==> src/rtl/irq_mux_pkg.sv <==
// irq_mux shared constants: register offsets, empty-vector code
// and the lowest-set-bit priority helper used by VECTOR.
package irq_mux_pkg;

  localparam logic [2:0] OFS_STATUS = 3'd0;
  localparam logic [2:0] OFS_ENABLE = 3'd1;
  localparam logic [2:0] OFS_MODE   = 3'd2;
  localparam logic [2:0] OFS_CLEAR  = 3'd3;
  localparam logic [2:0] OFS_VECTOR = 3'd4;
  localparam logic [2:0] OFS_RAW    = 3'd5;

  localparam logic [7:0] VEC_NONE = 8'h80;

  function automatic logic [7:0] lowest_set(
    input logic [7:0] v
  );
    logic [7:0] r;
    r = VEC_NONE;
    for (int i = 7; i >= 0; i--) begin
      if (v[i]) r = i[7:0];
    end
    return r;
  endfunction

endpackage

==> src/rtl/irq_chan.sv <==
// One request channel: 2-flop sync, edge detect, PEND flop.
// Ports: clk, rst_n, src, mode, clr in; raw (s2), pend out.
module irq_chan
  import irq_mux_pkg::*;
(
  input  logic clk,
  input  logic rst_n,
  input  logic src,
  input  logic mode,
  input  logic clr,
  output logic raw,
  output logic pend
);

  logic       s1;
  logic       s2;
  logic       s3;
  logic [2:0] live;
  logic       rise;

  // live[2] marks s3 as holding a real post-reset sample, so a
  // source held high through reset is not taken as an edge.
  assign rise = s2 & ~s3 & live[2];
  assign raw  = s2;

  always_ff @(posedge clk) begin
    if (!rst_n) begin
      s1   <= 1'b0;
      s2   <= 1'b0;
      s3   <= 1'b0;
      live <= '0;
      pend <= 1'b0;
    end else begin
      s1   <= src;
      s2   <= s1;
      s3   <= s2;
      live <= {live[1:0], 1'b1};
      if (mode) pend <= s2;
      else      pend <= (pend & ~clr) | rise;
    end
  end

endmodule

==> src/rtl/irq_mux.sv <==
// irq_mux: NCH-channel interrupt concentrator, 8-byte window at
// BASE. Bus: AD/DO/WE/RDY in, DI/SEL out; SRC in; IRQ/NMI out.
// Define IRQ_MUX_NMI_EN to make channel NCH-1 the NMI source.
module irq_mux
  import irq_mux_pkg::*;
#(
  parameter int          NCH  = 8,
  parameter logic [15:0] BASE = 16'hFE00
) (
  input  logic           clk,
  input  logic           RST_N,
  input  logic [15:0]    AD,
  input  logic [7:0]     DO,
  input  logic           WE,
  input  logic           RDY,
  output logic [7:0]     DI,
  output logic           SEL,
  input  logic [NCH-1:0] SRC,
  output logic           IRQ,
  output logic           NMI
);

  localparam logic [7:0] CHM = 8'hFF >> (8 - NCH);
`ifdef IRQ_MUX_NMI_EN
  localparam logic [7:0] NMIB = 8'(1 << (NCH - 1));
  localparam logic [7:0] WMASK = CHM & ~NMIB;
`else
  localparam logic [7:0] WMASK = CHM;
`endif

  logic [7:0] enable;
  logic [7:0] mode_r;
  logic [7:0] pend;
  logic [7:0] raw;
  logic [7:0] active;
  logic [7:0] clr;
  logic [7:0] rdata;
  logic [2:0] ofs;
  logic       hit;
  logic       wr;

  assign hit = (AD[15:3] == BASE[15:3]);
  assign ofs = AD[2:0];
  assign wr  = hit & WE & RDY;
  assign clr = (wr && ofs == OFS_CLEAR) ? DO : 8'h00;

  for (genvar i = 0; i < 8; i++) begin : g_ch
    if (i < NCH) begin : g_on
      irq_chan u_chan (
        .clk  (clk),
        .rst_n(RST_N),
        .src  (SRC[i]),
        .mode (mode_r[i]),
        .clr  (clr[i]),
        .raw  (raw[i]),
        .pend (pend[i])
      );
    end else begin : g_off
      assign raw[i]  = 1'b0;
      assign pend[i] = 1'b0;
    end
  end

  // NMI channel has ENABLE forced 0, so it drops out here.
  assign active = pend & enable;
  assign IRQ    = |active;

`ifdef IRQ_MUX_NMI_EN
  assign NMI = pend[NCH-1];
`else
  assign NMI = 1'b0;
`endif

  always_comb begin
    rdata = 8'h00;
    unique case (ofs)
      OFS_STATUS: rdata = pend;
      OFS_ENABLE: rdata = enable;
      OFS_MODE:   rdata = mode_r;
      OFS_VECTOR: rdata = lowest_set(active);
      OFS_RAW:    rdata = raw;
      default:    rdata = 8'h00;
    endcase
  end

  always_ff @(posedge clk) begin
    if (!RST_N) begin
      enable <= 8'h00;
      mode_r <= 8'h00;
      DI     <= 8'h00;
      SEL    <= 1'b0;
    end else if (RDY) begin
      if (wr && ofs == OFS_ENABLE) enable <= DO & WMASK;
      if (wr && ofs == OFS_MODE)   mode_r <= DO & WMASK;
      DI  <= (hit & ~WE) ? rdata : 8'h00;
      SEL <= hit & ~WE;
    end
  end

endmodule

==> config.mk <==
export PLATFORM = sky130hd
export DESIGN_NAME = irq_mux
export DESIGN_NICKNAME = d
export VERILOG_FILES = /design/src/rtl/irq_mux_pkg.sv /design/src/rtl/irq_chan.sv /design/src/rtl/irq_mux.sv
export SDC_FILE = /design/constraint.sdc
export NUM_CORES = 1
export LEC_CHECK = 0
export CAP_MARGIN = 20
export CORE_MARGIN = 2
export CORE_UTILIZATION = 47
export DETAILED_ROUTE_END_ITERATION = 6
export GPL_TIMING_DRIVEN = 1
export PLACE_DENSITY = 0.76
export SLEW_MARGIN = 20
export SYNTH_ARGS = -nofsm -noshare
export SYNTH_HDL_FRONTEND = slang
export SYNTH_SLANG_ARGS = --single-unit
==> constraint.sdc <==
create_clock -name clk -period 2 [get_ports clk]
set_input_delay 0.5 -clock clk [delete_from_list [all_inputs] [get_ports clk]]
set_output_delay 0.5 -clock clk [all_outputs]
set_load 0.03 [all_outputs]
; ---- After elaboration in Yosys (flattened, before gate mapping)
; Cells that the tools add are included.
[classes]
n_reduce_logical = 7
muxes = 27
bitwise_logic = 53
n_eq_ne = 6
[ops]
columns = operator, n
row1 = $mux W8, 10
row2 = $pmux W8 S5, 1
row3 = $and A1 B1 Y1, 27
row4 = $not A1 Y1, 17
row5 = $mux W1, 16
row6 = $eq A13 B13 Y1 const B, 1
row7 = $and A8 B8 Y8, 1
row8 = $or A1 B1 Y1, 8
row9 = $reduce_or A8 Y1, 1
row10 = $eq A3 B2 Y1 const B, 2
row11 = $eq A3 B3 Y1 const B, 2
row12 = $reduce_and A2 Y1, 2
row13 = $eq A3 B1 Y1 const B, 1
row14 = $logic_and A1 B1 Y1, 3
row15 = $logic_not A3 Y1, 1
[totals]
elab_cells = 145
regBits = 81
inputBits = 36

; ---- Longest topological paths before layout
; Gate-level depths: netlist of the first run.
[logic_depth]
depth_word = 11
ltp_mapped = 7

; ---- Hierarchy
; Synthesis of the first run repeated with hierarchy kept, for this count alone.
[hier_totals]
cells_unflattened = 304
hier_area_um2 = 3178.0
[by_module_without_submodules]
columns = module, area_each_um2, cells_per_inst, n_inst, seq_area_each_um2
row1 = irq_chan, 211.5, 16, 8, 140.1
row2 = irq_mux, 1486.4, 176, 1, 500.5

; ---- Worst setup path after synthesis of the first run
; OpenSTA, ideal clock, no wires.
[synth_path]
path_kind = input to register
startpoint = input port AD[4]
endpoint = register g_ch[1].g_on.u_chan.pend
stages = 5
arrival_time_ns = 1.778
path_slack_ns = 0.101
path_buffers = 0
setup_ns = 0.122
required_time_ns = 1.878
path_cell_list = nor4b_4 > nand4_2 > nor4b_4 > a21boi_0 > o311a_1
[synth_between]
elab_chain_cells = 9
[synth_lines]
columns = element, line_no
row1 = from (decl), irq_mux.sv:12  ; input logic [15:0] AD,
row2 = $eq A13 B13 Y1, irq_mux.sv:42  ; assign hit = (AD[15:3] == BASE[15:3]);
row3 = $and A1 B1 Y1 (2 in series), irq_mux.sv:44  ; assign wr = hit & WE & RDY;
row4 = $logic_and A1 B1 Y1, irq_mux.sv:45  ; assign clr = (wr && ofs == OFS_CLEAR) ? DO : 8'h00;
row5 = $mux W8, irq_mux.sv:45
row6 = $not A1 Y1, irq_chan.sv:39  ; else pend <= (pend & ~clr) | rise;
row7 = $and A1 B1 Y1, irq_chan.sv:39
row8 = $or A1 B1 Y1, irq_chan.sv:39
row9 = $mux W1, irq_chan.sv:38  ; if (mode) pend <= s2;
row10 = to (signal assigned), irq_chan.sv:39
row11 = to (decl), irq_chan.sv:12  ; output logic pend
; No other way between the ends.
; A chain may end at the register's enable or synchronous reset.

; ---- Worst setup path after layout of the first run
[layout_path]
startpoint = input port AD[6]
endpoint = register g_ch[6].g_on.u_chan.pend
[layout_between]
elab_chain_cells = 9
[layout_lines]
columns = element, line_no
row1 = $eq A13 B13 Y1, irq_mux.sv:42
row2 = $and A1 B1 Y1 (2 in series), irq_mux.sv:44
row3 = $logic_and A1 B1 Y1, irq_mux.sv:45
row4 = $mux W8, irq_mux.sv:45
row5 = $not A1 Y1, irq_chan.sv:39
row6 = $and A1 B1 Y1, irq_chan.sv:39
row7 = $or A1 B1 Y1, irq_chan.sv:39
row8 = $mux W1, irq_chan.sv:38
row9 = to (signal assigned), irq_chan.sv:39
row10 = to (decl), irq_chan.sv:12
; No other way between the ends.

==> qor_table.md, run 1 <==
| Metric | Value |
|:---|:---|
| Result of the run | finished, final reports clean |
| Main area contributors after synthesis | sky130_fd_sc_hd__dfxtp_1 (47%), sky130_fd_sc_hd__mux2i_1 (11%), sky130_fd_sc_hd__and2_1 (6.9%), sky130_fd_sc_hd__nor2_1 (4.9%), sky130_fd_sc_hd__nand2_1 (2.8%) |
| Global placer's final weighted congestion | 0.913 |
| Die span in y | 77.7 um |
| Critical path start-end classification | in2reg |
| Top cells by instance count after synthesis | sky130_fd_sc_hd__dfxtp_1 (60), sky130_fd_sc_hd__nor2_1 (33), sky130_fd_sc_hd__and2_1 (28) |
| Number of instances in the synthesized netlist | 265 |
| Number of global-route vias before repair | 2216 |
| Period minus WS final | 1.93 ns |
| Fraction of synthesis flops using an asynchronous set or reset pin | 0 |
| TritonCTS clock tree | built |
| Max-Slew Margin vs Limit | 0.594 |
| Hold Violations, Final | 0 |
| Total grt overflow | 0 |
| Share of post-route cells with drive strength above 1 | 0.167 |
| Detailed-placement wirelength estimate | 4.27 mm |
| Count of antenna-violating nets left after detailed routing | 0 |
| Pin count of the biggest net entering global routing | 38 |
| Average detailed-routed wire length per instance | 14.8 um |
| Largest driver fanout on the critical path | 8 |
| Setup violation total in the final timing report | 0 |
| TritonCTS sink count | 60 |
| Dominant synthesized flop cell | sky130_fd_sc_hd__dfxtp_1 |
| Insertion delay to the later sink of the worst-skew pair | 0.34 ns |
| Hold Path Class | reg2reg |
| Antenna diode count | 0 |
| Final standard cell utilization of the core | 0.674 |
| Internal power component | 1.75 mW |
| Routed via count | 2172 |
| Maximum resistive drop on vdd | 0.417 mV |
| Final Worst Setup Slack | 0.0706 ns |
| Maximum buffer depth of the clock tree | 2 |
| Syn. warnings | 0 |
| Deepest level of the CTS H-tree | 3 |
| First DRT Iteration DRCs | 125 |
| Number of register bits inferred by synthesis | 60 |
| Antenna violations before repair | 0 |
| Average cell area after synthesis | 9.63 um2 |
| Clock power frac | 0.376 |
| First-pass GRT wire length | 10.1 mm |
| DRC violation count after routing | 0 |
| Number of maximum-capacitance constraint violations | 0 |
| Sequential share of the synthesized area | 0.471 |
| Placement row count | 26 |
| Fraction of power spent switching nets | 0.233 |
| Nature of the critical path startpoint | input pin |
| Via-per-instance ratio | 5.28 |
| Net switching power figure | 0.532 mW |
| Post-route setup TNS | 0 ns |
| Final number of max-transition violations | 0 |
| Final standard cell count with taps included and fillers excluded | 411 |
| Worst setup slack after placement | -0.465 ns |
| Highest clock rate | 518 MHz |
| Critical path endpoint category | flip-flop |
| Sequential fraction of design power | 0.539 |
| Power per Cell Area | 656 mW/mm2 |
| Transition time at the pin with the least slew margin | 0.608 ns |
| Final period util | 0.965 |
| Number of nets produced by synthesis | 301 |
| Maximum clock skew at final layout | 0.00830 ns |
| Count of buffers inserted at the top-level ports | 45 |
| Power, Total | 2.28 mW |
| Required time worst endpoint | 2.23 ns |
| Area overhead of the layout relative to synthesis | 36.5% |
| Total instance count after detailed placement | 397 |
| Worst path arrival time | 2.16 ns |
| Number of different library cells in the post-synthesis netlist | 44 |
| Area of the die | 0.00604 mm2 |
| Clock tree root buffer cell | sky130_fd_sc_hd__clkbuf_8 |
| Reg-to-reg setup timing slack | 0.58 ns |
| Clock buffer count from CTS | 9 |
| First drt pass iteration count | 4 |
| Overall global routing resource usage | 0.215 |
| Netlist area before placement | 0.00255 mm2 |
| Count of boundary I/O pins | 47 |
| Initial standard-cell utilization of the core | 0.493 |
| Core Area | 0.00517 mm2 |
| Die boundary width | 77.7 um |
| Leading cell type by number of instances after synthesis | sky130_fd_sc_hd__dfxtp_1 |
| Cell accounting for the most synthesized area | sky130_fd_sc_hd__dfxtp_1 |
| Net count, final | 375 |
| Number of enable flip-flop cells after synthesis | 0 |
| Cell leakage power | 1.46 nW |
| Final wirelength | 6.09 mm |
| Number of filler instances in the final layout | 423 |
| Portion of total power attributed to combinational logic | 0.085 |
| Clock slew seen by the registers of the worst setup and hold paths | 0.06 ns |
| Fraction of synthesized cell area taken by the top area cell type | 0.471 |
state kept, by name, summed over array words and instances, names as in the netlist:
name	flops
DI	8
SEL	1
enable	8
g_ch.g_on.u_chan.live	3
g_ch.g_on.u_chan.pend	8
g_ch.g_on.u_chan.raw	8
g_ch.g_on.u_chan.s1	8
g_ch.g_on.u_chan.s3	8
mode_r	8
what timing repair did:
action                                  4_1_cts  5_1_grt
resized for setup                            15       15
endpoints found under the setup margin       10       17
buffers inserted                              0        1
hold buffers                                  0        0
pin swaps                                     4        7
placed cells by master (no fill, tap or decap), types with 6 or more instances in the layout:
| master | count |
|---|---|
| sky130_fd_sc_hd__o311a_1 | 7 |
| sky130_fd_sc_hd__nor2_1 | 32 |
| sky130_fd_sc_hd__nand3_1 | 6 |
| sky130_fd_sc_hd__clkbuf_8 | 9 |
| sky130_fd_sc_hd__clkdlybuf4s50_1 | 31 |
| sky130_fd_sc_hd__nand2_1 | 19 |
| sky130_fd_sc_hd__nand2b_1 | 9 |
| sky130_fd_sc_hd__buf_4 | 28 |
| sky130_fd_sc_hd__dfxtp_1 | 60 |
| sky130_fd_sc_hd__dlymetal6s2s_1 | 9 |
| sky130_fd_sc_hd__and2_1 | 28 |
| sky130_fd_sc_hd__mux2i_1 | 27 |
routing by layer:
layer | GRT usage | vias to the layer above | routed length [um]
li1 | - | 1076 | -
met5 | 0 | - | 0
met1 | 0.269 | 1018 | 2780
met2 | 0.339 | 66 | 2810
met4 | 0.120 | 0 | 145
met3 | 0.0535 | 12 | 362
worst max-delay path: stages:
cell	delay, ns
sky130_fd_sc_hd__dlygate4sd2_1	0.26
sky130_fd_sc_hd__nor4b_4	0.35
sky130_fd_sc_hd__nand4_4	0.15
sky130_fd_sc_hd__nor4b_4	0.31
sky130_fd_sc_hd__buf_6	0.18
sky130_fd_sc_hd__a21boi_0	0.09
sky130_fd_sc_hd__o311a_1	0.32
per-stage QoR:
stage / hold WS (ns) / cell area, um2
after global placement: 0.413 / 3290
final: 0.432 / 3480
after CTS: 0.435 / 3430
after detailed placement: 0.420 / 3290
after global routing: 0.443 / 3480
after floorplan: 0.412 / 2550
final timing paths:
check,start,end,depth (start not counted)
setup / recovery,AD[6],g_ch[6].g_on.u_chan.pend$_SDFF_PN0_,7
hold / removal,g_ch[6].g_on.u_chan.s1$_SDFF_PN0_,g_ch[6].g_on.u_chan.raw$_SDFF_PN0_,1
setup reg to reg,g_ch[5].g_on.u_chan.pend$_SDFF_PN0_,DI[7]$_SDFFE_PN0P_,6
hold reg to reg,g_ch[6].g_on.u_chan.s1$_SDFF_PN0_,g_ch[6].g_on.u_chan.raw$_SDFF_PN0_,1
layout make-up:
type | instances | area [um2] | share of cell area
Clock buffer | 10 | 128 | 0.0366
Multi-Input combinational cell | 188 | 1300 | 0.374
Tap cell | 70 | 87.6 | 0.0251
Clock inverter | 3 | 17.5 | 0.00503
Sequential cell | 60 | 1200 | 0.345
Timing Repair Buffer | 77 | 736 | 0.211
Inverter | 3 | 11.3 | 0.00323
power groups by stage:
| stage | logic (mW) | clock network (mW) | registers (mW) |
|---|---|---|---|
| 6_report | 0.194 | 0.859 | 1.23 |
| 5_1_grt | 0.209 | 0.929 | 1.23 |
| 4_1_cts | 0.194 | 0.871 | 1.23 |
| 3_5_place_dp | 0.194 | 0 | 1.26 |
| 3_3_place_gp | 0.191 | 0 | 1.26 |
| 2_1_floorplan | 0.0812 | 0 | 1.25 |
kinds of logic (layout without fill, tap and decap cells):
| logic type | Yosys count | after routing | synth area share |
|---|---|---|---|
| buffers and inverters | 17 | 93 | 0.0279 |
| other | 1 | 1 | 0.00147 |
| AOI/OAI and AO/OA | 48 | 48 | 0.147 |
| muxes | 29 | 29 | 0.115 |
| DFF | 60 | 60 | 0.471 |
| and+or+nand+nor | 110 | 110 | 0.238 |
No activity file was read; power rests on OpenSTA's default activity.
==> run 2, diff against run 1 <==
- CORE_MARGIN: 2 -> not set
- CORE_UTILIZATION: 47 -> 49
- SYNTH_HIERARCHICAL: not set -> 1
==> run 2 against run 1 <==
  * Combinational power increased by 19%
  * Flip-flop and latch count up 21
  * Routed wire length is 18% higher
  * Worst setup slack got worse by 0.039 ns
  * Final cell count increased by 15%
  * Count of clock-buffer cells in the layout is 1 lower
  * Synthesized area up 25%
  * Worst hold slack improved by 0.014 ns
  * Clock power increased by 68%
  * Cell area is 24% higher
  * Critical endpoint is now IRQ
  * Largest cell class is now sequential cells
  * Largest power group unchanged
  * Highest routed layer unchanged
==> qor_table.md, run 2 <==
| Metric | Value |
|:---|:---|
| TritonCTS sink count | 81 |
| Setup violation total in the final timing report | 0 |
| Routed via count | 2503 |
| Critical R2R Launch | g_ch[3].g_on.u_chan/pend$_SDFF_PN0_ |
| Total instance count after detailed placement | 457 |
| Required time worst endpoint | 1.50 ns |
| Sequential fraction of design power | 0.499 |
| Critical path start-end classification | reg2out |
| Highest clock rate | 508 MHz |
| Number of nets produced by synthesis | 340 |
| Area of the die | 0.00681 mm2 |
| Count of buffers inserted at the top-level ports | 45 |
| Nature of the critical path startpoint | flip-flop |
| Number of different library cells in the post-synthesis netlist | 46 |
| Pin count of the biggest net entering global routing | 69 |
| Average cell area after synthesis | 10.5 um2 |
| Internal power component | 2.63 mW |
| Insertion delay to the later sink of the worst-skew pair | 0.34 ns |
| Die span in y | 82.5 um |
| Netlist area before placement | 0.00318 mm2 |
| Number of register bits inferred by synthesis | 81 |
| Antenna violations before repair | 0 |
| First DRT Iteration DRCs | 107 |
| Register with the most flip-flops | g_ch.g_on.u_chan/live |
| Overall global routing resource usage | 0.232 |
| Global placer's final weighted congestion | 0.867 |
| Setup repair after global routing missed its margin | yes |
| Critical path's top delay family | compound AO/OA/AOI/OAI gates |
| Top cells by instance count after synthesis | sky130_fd_sc_hd__dfxtp_1 (81), sky130_fd_sc_hd__nand2_1 (37), sky130_fd_sc_hd__and2_2 (32) |
| Portion of total power attributed to combinational logic | 0.069 |
| Final standard cell count with taps included and fillers excluded | 474 |
| Main area contributors after synthesis | sky130_fd_sc_hd__dfxtp_1 (51%), sky130_fd_sc_hd__mux2i_1 (7.6%), sky130_fd_sc_hd__and2_2 (7.6%), sky130_fd_sc_hd__nand2_1 (4.4%), sky130_fd_sc_hd__nand4bb_1 (2.8%) |
| Largest driver fanout on the critical path | 3 |
| Combined buffer and inverter count along the critical path | 1 |
| DRC violation count after routing | 0 |
| Final period util | 0.984 |
| Launching element of the worst setup path | g_ch[5].g_on.u_chan/pend$_SDFF_PN0_ |
| Result of the run | finished, final reports clean |
| Total grt overflow | 0 |
| Maximum resistive drop on vdd | 0.610 mV |
| Number of enable flip-flop cells after synthesis | 0 |
| Hold Violations, Final | 0 |
| Power per Cell Area | 771 mW/mm2 |
| Syn. warnings | 6 |
| Number of instances in the synthesized netlist | 304 |
| Fraction of power spent switching nets | 0.213 |
| Most Used Layer, Global Route | met2 |
| Share of post-route cells with drive strength above 1 | 0.336 |
| Via-per-instance ratio | 5.28 |
| Net switching power figure | 0.712 mW |
| Sequential share of the synthesized area | 0.510 |
| Average detailed-routed wire length per instance | 15.2 um |
| Maximum buffer depth of the clock tree | 2 |
| Met3 global-route usage | 0.0484 |
| Leading cell type in the layout, fill and taps excluded | sky130_fd_sc_hd__dfxtp_1 |
| Number of maximum-capacitance constraint violations | 0 |
| Met1 demand-to-capacity share in global routing | 0.294 |
| Reg-to-reg setup timing slack | 0.45 ns |
| Dominant synthesized flop cell | sky130_fd_sc_hd__dfxtp_1 |
| Met2 GRT Util | 0.389 |
| Hold Path Class | reg2reg |
| Number of global-route vias before repair | 2416 |
| Worst hold margin | 0.445 ns |
| Initial standard-cell utilization of the core | 0.521 |
| Placement row count | 28 |
| Power, Total | 3.34 mW |
| Final number of max-transition violations | 0 |
| Maximum clock skew at final layout | 0.00860 ns |
| Net count, final | 430 |
| Cell accounting for the most synthesized area | sky130_fd_sc_hd__dfxtp_1 |
| Detailed-placement wirelength estimate | 5.24 mm |
| Leading cell type by number of instances after synthesis | sky130_fd_sc_hd__dfxtp_1 |
| Clock power frac | 0.432 |
| Ordered list of cells on the worst path | a22o_1, nand2b_4, a211o_1, buf_6 |
| TritonCTS clock tree | built |
| Final wirelength | 7.20 mm |
| Deepest level of the CTS H-tree | 3 |
| First-pass GRT wire length | 11.6 mm |
| Clock tree root buffer cell | sky130_fd_sc_hd__clkbuf_8 |
| Max reg flops | 24 |
| Clock buffer count from CTS | 9 |
| Area overhead of the layout relative to synthesis | 36.3% |
| Critical-path cell with the highest stage delay | sky130_fd_sc_hd__dfxtp_1 |
| Commonest cells after routing, fill and taps aside | sky130_fd_sc_hd__dfxtp_1 (80), sky130_fd_sc_hd__buf_4 (38), sky130_fd_sc_hd__nand2_1 (37) |
| Peak per-stage delay on the critical path | 0.32 ns |
| Die boundary width | 82.5 um |
| Count of boundary I/O pins | 47 |
| Clock slew seen by the registers of the worst setup and hold paths | 0.09 ns |
| First drt pass iteration count | 4 |
| Core Area | 0.00610 mm2 |
| Launch point of the worst hold path | g_ch[3].g_on.u_chan/s1$_SDFF_PN0_ |
| Worst path arrival time | 1.47 ns |
| Cell leakage power | 1.78 nW |
| Fraction of synthesis flops using an asynchronous set or reset pin | 0 |
| Antenna diode count | 0 |
| Period minus WS final | 1.97 ns |
| Fraction of synthesized cell area taken by the top area cell type | 0.510 |
| Count of antenna-violating nets left after detailed routing | 0 |
| Critical path endpoint category | primary output |
[run 2: cell types whose count changed in the layout (fill, tap and decap cells not counted), moves of 8 or more]
cell | before | now
sky130_fd_sc_hd__and2_1 | 28 | 7
sky130_fd_sc_hd__and2_2 | 0 | 32
sky130_fd_sc_hd__and2_4 | 0 | 9
sky130_fd_sc_hd__buf_4 | 28 | 38
sky130_fd_sc_hd__dfxtp_1 | 60 | 80
sky130_fd_sc_hd__dlymetal6s2s_1 | 9 | 0
sky130_fd_sc_hd__nand2_1 | 19 | 37
sky130_fd_sc_hd__nand2_2 | 0 | 8
sky130_fd_sc_hd__nand4bb_1 | 0 | 8
sky130_fd_sc_hd__nor2_1 | 32 | 7
sky130_fd_sc_hd__nor2b_1 | 1 | 9
sky130_fd_sc_hd__o21ai_2 | 0 | 8
[run 2: worst register-to-register path, stage by stage, from the launching register on]
cell and delay [ns]:
sky130_fd_sc_hd__dfxtp_1 0.32, sky130_fd_sc_hd__a22oi_1 0.26, sky130_fd_sc_hd__nand2_1 0.10, sky130_fd_sc_hd__buf_4 0.14, sky130_fd_sc_hd__or3b_2 0.46, sky130_fd_sc_hd__a32oi_1 0.19
[run 2: final cells by class]
| type | count | area (um2) |
|---|---|---|
| clock buffers | 9 | 124 |
| clock inverters | 7 | 124 |
| fillers | 490 | 1760 |
| inverters | 2 | 7.51 |
| multi-input cells | 211 | 1550 |
| flip-flops and latches | 81 | 1620 |
| well taps | 75 | 93.8 |
| repair buffers | 89 | 810 |
[run 2: cells by family after synthesis]
logic type      share of synthesized area
compound gates                     0.0945
buf+inv                            0.0157
flops                               0.510
mux                                0.0862
other cells                       0.00118
simple gates                        0.292
[run 2: timing repair]
item | in CTS | in global routing
resized for setup | 28 | 3
hold buffers | 0 | 0
endpoints found under the setup margin | 31 | 15
setup buffers | 1 | 0
pin swaps | 11 | 3
endpoints found under the hold margin | 0 | 0
cloned | 0 | 0
[run 2: final timing paths]
path / to / depth (start not counted)
min: g_ch[3].g_on.u_chan/raw$_SDFF_PN0_ / 1
min reg2reg: g_ch[3].g_on.u_chan/raw$_SDFF_PN0_ / 1
max: IRQ / 4
max reg2reg: DI[2]$_SDFFE_PN0P_ / 5
[run 2: power by group through the flow]
stage / sequential (mW) / clock (mW) / combinational [mW]
6_report: 1.67 / 1.44 / 0.231
5_1_grt: 1.67 / 1.55 / 0.251
3_3_place_gp: 1.71 / 0 / 0.227
3_5_place_dp: 1.71 / 0 / 0.231
4_1_cts: 1.67 / 1.47 / 0.229
2_1_floorplan: 1.70 / 0 / 0.0948
[run 2: metrics by stage]
| stage | util | TNS [ns] | setup slack (ns) | cell area, um2 |
|---|---|---|---|---|
| 2_1_floorplan | - | -0.593 | -0.0378 | 3180 |
| 3_3_place_gp | 0.660 | -14.42 | -0.518 | 4020 |
| 3_5_place_dp | 0.660 | -15.91 | -0.551 | 4020 |
| 4_1_cts | 0.708 | 0 | 0.00436 | 4320 |
| 5_1_grt | 0.711 | -0.0252 | -0.0252 | 4330 |
| 6_report | 0.711 | 0 | 0.0317 | 4330 |
[run 2: layer usage]
| metal | wire (um) | vias to the layer above | part of all wire |
|---|---|---|---|
| li1 | - | 1240 | - |
| met1 | 3340 | 1190 | 0.46 |
| met2 | 3410 | 63 | 0.47 |
| met3 | 343 | 10 | 0.048 |
| met4 | 101 | 0 | 0.014 |
| met5 | 0 | - | 0 |
